## src/rtl/pause_pkg.sv

```systemverilog
// Shared types and constants for the pause/dimmer block.
package pause_pkg;

    localparam int DIM_W = 3;

    typedef enum logic [1:0] {
        ST_RUN  = 2'd0,
        ST_WAIT = 2'd1,
        ST_FADE = 2'd2
    } dim_state_e;

    // Counter width for a modulus of n; a modulus of 1 still needs one bit.
    function automatic int cnt_w(input int n);
        return (n > 1) ? $clog2(n) : 1;
    endfunction

endpackage

```

## src/rtl/dim_shift.sv

```systemverilog
// One colour channel shifted right by the dim level, forced to 0 once the shift covers the channel.
module dim_shift
    import pause_pkg::*;
#(
    parameter int W = 3
) (
    input  logic [W-1:0]     din,
    input  logic [DIM_W-1:0] shift,
    output logic [W-1:0]     dout
);

    always_comb begin
        dout = '0;
        if (int'(shift) < W) begin
            dout = din >> shift;
        end
    end

endmodule

```

## src/rtl/pause_dimmer.sv

```systemverilog
// Pause control with a user toggle, plus a screen dimmer that fades the picture
// after the user has held the core paused for a while.
module pause_dimmer
    import pause_pkg::*;
#(
    parameter int NSRC        = 2,
    parameter int R_W         = 3,
    parameter int G_W         = 3,
    parameter int B_W         = 2,
    parameter int DIM_CYCLES  = 240000000,
    parameter int FADE_STEPS  = 2,
    parameter int FADE_CYCLES = 1200000
) (
    input  logic                     clk_sys,
    input  logic                     reset_n,
    input  logic                     pause_btn,
    input  logic                     osd_open,
    input  logic                     osd_pause_en,
    input  logic [NSRC-1:0]          pause_req,
    input  logic                     ce_pix,
    input  logic [R_W+G_W+B_W-1:0]   rgb_in,
    input  logic                     hs_in,
    input  logic                     vs_in,
    input  logic                     hbl_in,
    input  logic                     vbl_in,
    output logic [R_W+G_W+B_W-1:0]   rgb_out,
    output logic                     hs_out,
    output logic                     vs_out,
    output logic                     hbl_out,
    output logic                     vbl_out,
    output logic                     pause,
    output logic                     user_paused,
    output logic [DIM_W-1:0]         dim_level,
    output dim_state_e               fsm_state
);

    localparam int RGB_W  = R_W + G_W + B_W;
    localparam int WAIT_W = cnt_w(DIM_CYCLES);
    localparam int FADE_W = cnt_w(FADE_CYCLES);
    localparam logic [WAIT_W-1:0] WAIT_LAST = WAIT_W'(DIM_CYCLES - 1);
    localparam logic [FADE_W-1:0] FADE_LAST = FADE_W'(FADE_CYCLES - 1);
    localparam logic [DIM_W-1:0]  LVL_MAX   = DIM_W'(FADE_STEPS);

    logic              btn_q;
    logic              btn_rise;
    logic              user_paused_d;
    dim_state_e        state, state_d;
    logic [WAIT_W-1:0] wait_cnt, wait_d;
    logic [FADE_W-1:0] fade_cnt, fade_d;
    logic [DIM_W-1:0]  level_d;

    // The FSM follows the toggled value so dimming starts and stops on the same edge as the toggle.
    assign btn_rise      = pause_btn & ~btn_q;
    assign user_paused_d = user_paused ^ btn_rise;

    assign pause     = user_paused | (|pause_req) | (osd_open & osd_pause_en);
    assign fsm_state = state;

    always_ff @(posedge clk_sys or negedge reset_n) begin
        if (!reset_n) begin
            btn_q       <= 1'b0;
            user_paused <= 1'b0;
            state       <= ST_RUN;
            wait_cnt    <= '0;
            fade_cnt    <= '0;
            dim_level   <= '0;
        end else begin
            btn_q       <= pause_btn;
            user_paused <= user_paused_d;
            state       <= state_d;
            wait_cnt    <= wait_d;
            fade_cnt    <= fade_d;
            dim_level   <= level_d;
        end
    end

    always_comb begin
        state_d = state;
        wait_d  = wait_cnt;
        fade_d  = fade_cnt;
        level_d = dim_level;
        case (state)
            ST_RUN: begin
                wait_d  = '0;
                fade_d  = '0;
                level_d = '0;
                if (user_paused_d) state_d = ST_WAIT;
            end
            ST_WAIT: begin
                if (!user_paused_d) begin
                    state_d = ST_RUN;
                    wait_d  = '0;
                    fade_d  = '0;
                    level_d = '0;
                end else if (wait_cnt == WAIT_LAST) begin
                    state_d = ST_FADE;
                    fade_d  = '0;
                    level_d = DIM_W'(1);
                end else begin
                    wait_d = wait_cnt + 1'b1;
                end
            end
            ST_FADE: begin
                if (!user_paused_d) begin
                    state_d = ST_RUN;
                    wait_d  = '0;
                    fade_d  = '0;
                    level_d = '0;
                end else if (dim_level < LVL_MAX) begin
                    // Once saturated the fade counter simply holds.
                    if (fade_cnt == FADE_LAST) begin
                        fade_d  = '0;
                        level_d = dim_level + 1'b1;
                    end else begin
                        fade_d = fade_cnt + 1'b1;
                    end
                end
            end
            default: begin
                state_d = ST_RUN;
                wait_d  = '0;
                fade_d  = '0;
                level_d = '0;
            end
        endcase
    end

    logic [R_W-1:0] r_dim;
    logic [G_W-1:0] g_dim;
    logic [B_W-1:0] b_dim;

    dim_shift #(.W(R_W)) u_shift_r (
        .din   (rgb_in[RGB_W-1 -: R_W]),
        .shift (dim_level),
        .dout  (r_dim)
    );

    dim_shift #(.W(G_W)) u_shift_g (
        .din   (rgb_in[G_W+B_W-1 -: G_W]),
        .shift (dim_level),
        .dout  (g_dim)
    );

    dim_shift #(.W(B_W)) u_shift_b (
        .din   (rgb_in[B_W-1:0]),
        .shift (dim_level),
        .dout  (b_dim)
    );

    // ce_pix qualifies a pixel: one register stage per enabled edge, everything holds otherwise.
    always_ff @(posedge clk_sys or negedge reset_n) begin
        if (!reset_n) begin
            rgb_out <= '0;
            hs_out  <= 1'b0;
            vs_out  <= 1'b0;
            hbl_out <= 1'b1;
            vbl_out <= 1'b1;
        end else if (ce_pix) begin
            rgb_out <= {r_dim, g_dim, b_dim};
            hs_out  <= hs_in;
            vs_out  <= vs_in;
            hbl_out <= hbl_in;
            vbl_out <= vbl_in;
        end
    end

endmodule

```

## config.mk

```make
export PLATFORM = sky130hd
export DESIGN_NAME = pause_dimmer
export DESIGN_NICKNAME = d
export VERILOG_FILES = /design/src/rtl/pause_pkg.sv /design/src/rtl/dim_shift.sv /design/src/rtl/pause_dimmer.sv
export SDC_FILE = /design/constraint.sdc
export NUM_CORES = 1
export LEC_CHECK = 0
export ABC_AREA = 1
export CAP_MARGIN = 20
export CORE_MARGIN = 2
export CORE_UTILIZATION = 59
export CTS_CLUSTER_SIZE = 24
export DETAILED_ROUTE_END_ITERATION = 8
export HOLD_SLACK_MARGIN = 0.08
export PLACE_DENSITY = 0.82
export SYNTH_ARGS = -nofsm -noshare
export SYNTH_HDL_FRONTEND = slang
export SYNTH_SLANG_ARGS = --single-unit
```

## constraint.sdc

```tcl
create_clock -name clk_sys -period 2 [get_ports clk_sys]
set_input_delay 0.4 -clock clk_sys [delete_from_list [all_inputs] [get_ports clk_sys]]
set_output_delay 0.4 -clock clk_sys [all_outputs]
set_load 0.03 [all_outputs]
```

==> summary.txt <==
Place
  – Post-DP HPWL: 9500 um
  – PortBufs: 38
  – Worst slack at placement: -0.185 ns
  – Gpl congestion: 0.974
  – Placed Cells: 830

Clocking
  – Root Buffer: clkbuf_8
  – CTS Sinks: 68
  – Worst-path clk slew: 0.08 ns
  – Max H-tree Level: 3
  – Clock latency on the worst-skew pair: 0.35 ns
  – CTS buffer count: 9
  – Clock Tree Buf Depth: 2
  – CTS tree: built

Logic synthesis
  – EDFF count, synth: 0
  – Ys flop type: dfrtp_1
  – Mapped Cells: 678
  – Synth top cells by count: 215 x nand2_1, 98 x nor2_1, 70 x inv_1, 69 x nand3_1, 66 x dfrtp_1
  – Flops & latches, synth: 68
  – Top cells by area, synth: dfrtp_1 36%, nand2_1 18%, nor2_1 8.1%
  – Largest area contributor in the netlist: dfrtp_1
  – Yosys top cell area share: 36.3%
  – Synth Cell Area: 0.00454 mm^2
  – Asr flop ratio synth: 100%
  – Synth Area per Inst: 6.70 um^2
  – Yosys warns: 0
  – Most frequent cell after synthesis: nand2_1
  – Synthesized Nets: 704
  – Distinct cell type count after synthesis: 37
  – Register area share after synthesis: 37.5%

STA
  – Setup TNS: 0 ns
  – Normalized max-slew margin: 65.1%
  – Post-Route Skew: 0.0127 ns
  – Worst setup margin: 0.0544 ns
  – Final hold vios: 0
  – Max Freq: 514 MHz
  – Slew Limit Fails: 0
  – Worst-Margin Slew: 0.523 ns
  – Hold Worst Slack: 0.521 ns
  – Tcrit/Tclk final: 97.3%
  – Minimum clock period: 1.95 ns
  – Final setup fails: 0
  – RSZ-0062 raised after global routing: false

Setup path
  – Startpoint Class: register
  – Reg-to-Reg Start: wait_cnt[1]
  – Buf/Inv on CP: 1
  – Slowest CP cell: clkdlybuf4s50_1
  – CP top delay family: buffers and inverters
  – Slowest cell delay on critical path: 0.67 ns
  – Critical path endpoint category: primary output
  – Crit Path Category: register to primary output
  – CP max FO: 2
  – Worst endpoint required time: 1.60 ns
  – Reg2Reg Depth: 11
  – Arrival time worst endpoint: 1.55 ns
  – Reg2Reg Capture Point: wait_cnt[19]
  – Cell Chain, Critical Path: clkdlybuf4s50_1
  – Reg2Reg Setup Slack: 0.19 ns

GRT
  – Initial antenna violation count: 0
  – Number of global-route vias before repair: 4,728
  – Global-route wire length before repair: 21,200 um
  – Largest net degree at the start of global routing: 37
  – GRT overflow: 0
  – GRT Overall Usage: 31.6%

Power and ir drop
  – Pwr Density: 814 mW/mm^2
  – Leakage: 2.40 nW
  – Worst VDD drop: 615 uV

Floorplanning
  – Area of the core: 0.00761 mm^2
  – Initial core utilization: 59.7%
  – Die area: 0.00842 mm^2
  – Die width: 91.8 um
  – Cell Rows: 32
  – Chip height: 91.8 um
  – Ports: 39

Detailed routing
  – DRC viols: 0
  – Via count: 4,623
  – ANT nets after route: 0
  – DRT Pass-1 Iters: 5
  – Final wirelength: 12,700 um
  – Drt via density: 5.45
  – Initial DRC count: 238
  – Drt wl/cell: 14.9 um

Cells and area
  – Layout cells sized above 1: 11.0%
  – Area growth, synth to finish: 20.3%
  – Fillers: 632
  – N_diodes: 0
  – Post-Route Utilization: 71.8%
  – Nets: 768
  – Non-Filler Instances: 849

Flow run
  – Max cap viols: 0

Hold path
  – Hold Crit Class: register to register
  – Hold Crit Start: hs_out
  – WHS Path Cells: 1
  – Hold Path End: hs_out

Outcome
  – Status: finished, final reports clean
final cells by class:
type                    count  area (um^2)  area share, %
inverters                  74          278           5.08
repair buffers             72          669           12.2
flip-flops and latches     68         1700           31.2
well taps                 102          128           2.34
clock buffers              10          138           2.52
clock inverters             6         87.6           1.60
multi-input cells         517         2460           45.0
cells in the final DEF (no fill, tap or decap), drive strengths merged:
cell	synthesis	routed
dfrtp	66	66
a21oi	6	6
nand4	27	27
xor2	12	12
dlygate4sd2	0	1
or2	3	3
nand3b	1	1
xnor2	1	1
o21ai	35	35
clkinv	1	5
ha	6	6
dlygate4sd3	0	1
a21boi	1	1
o22ai	3	3
nor2	106	106
o21bai	3	3
a2111o	1	1
inv	73	73
buf	9	34
clkdlybuf4s50	0	36
nand3	70	70
clkbuf	10	10
nor3	10	10
bufinv	0	2
dfstp	2	2
o32ai	3	3
o2111ai	1	1
mux2	4	4
nand2	224	224
where the power goes:
group	internal (W)	switching [W]	total, W
Sequential	0.00149	0.0000772	0.00157
Combinational	0.000574	0.000995	0.00157
Clock	0.000737	0.000578	0.00132
repair_timing:
item / 4_1_cts / 5_1_grt
buffers inserted: 0 / 2
resized for setup: 1 / 0
setup endpoints to repair: 1 / 4
pin swaps: 0 / 1
hold endpoints to repair: 18 / 0
hold buffers: 1 / 0
state kept, by name (all words and copies together), names as in the netlist:
register     count
btn_q            1
dim_level        3
fade_cnt        21
fsm_state        2
hbl_out          1
hs_out           1
rgb_out          8
user_paused      1
vbl_out          1
vs_out           1
wait_cnt        28
worst max path at each step:
| stage | depth (start not counted) | slack (ns) | start | endpoint |
|---|---|---|---|---|
| final | 1 | 0.05 | vbl_out | vbl_out |
| after global routing | 1 | 0.02 | hbl_out | hbl_out |
| after CTS | 1 | 0.04 | vbl_out | vbl_out |
| after detailed placement | 9 | -0.19 | pause_btn | fade_cnt[20] |
| after global placement | 3 | -0.19 | osd_open | pause |
| after floorplan | 10 | 0.08 | fsm_state[0] | dim_level[1] |
cells by family after synthesis:
| family | share of synthesized area, % |
|---|---|
| XOR/XNOR | 2.51 |
| multiplexers | 0.991 |
| AND/OR/NAND/NOR | 42.1 |
| buffers and inverters | 8.34 |
| flip-flops | 37.5 |
| AO/OA/AOI/OAI | 6.94 |
| adder cells (fa/ha/maj) | 1.65 |
metal layers:
| metal | share of wire, % | wire length (um) | global-route usage, % | vias to the layer above |
|---|---|---|---|---|
| met2 | 51 | 6470 | 56.6 | 155 |
| li1 | - | - | - | 2302 |
| met1 | 41 | 5160 | 36.4 | 2128 |
| met4 | 4.0 | 506 | 15.4 | 0 |
| met3 | 4.3 | 539 | 5.26 | 38 |
| met5 | 0 | 0 | 0 | - |
through the flow:
step	power [W]	cell area [um^2]
final	0.00445	5470
after global routing	0.00467	5470
after CTS	0.00445	5450
after detailed placement	0.00313	5220
after global placement	0.00309	5220
after floorplan	0.00253	4540
No activity file was read; power rests on OpenSTA's default activity.
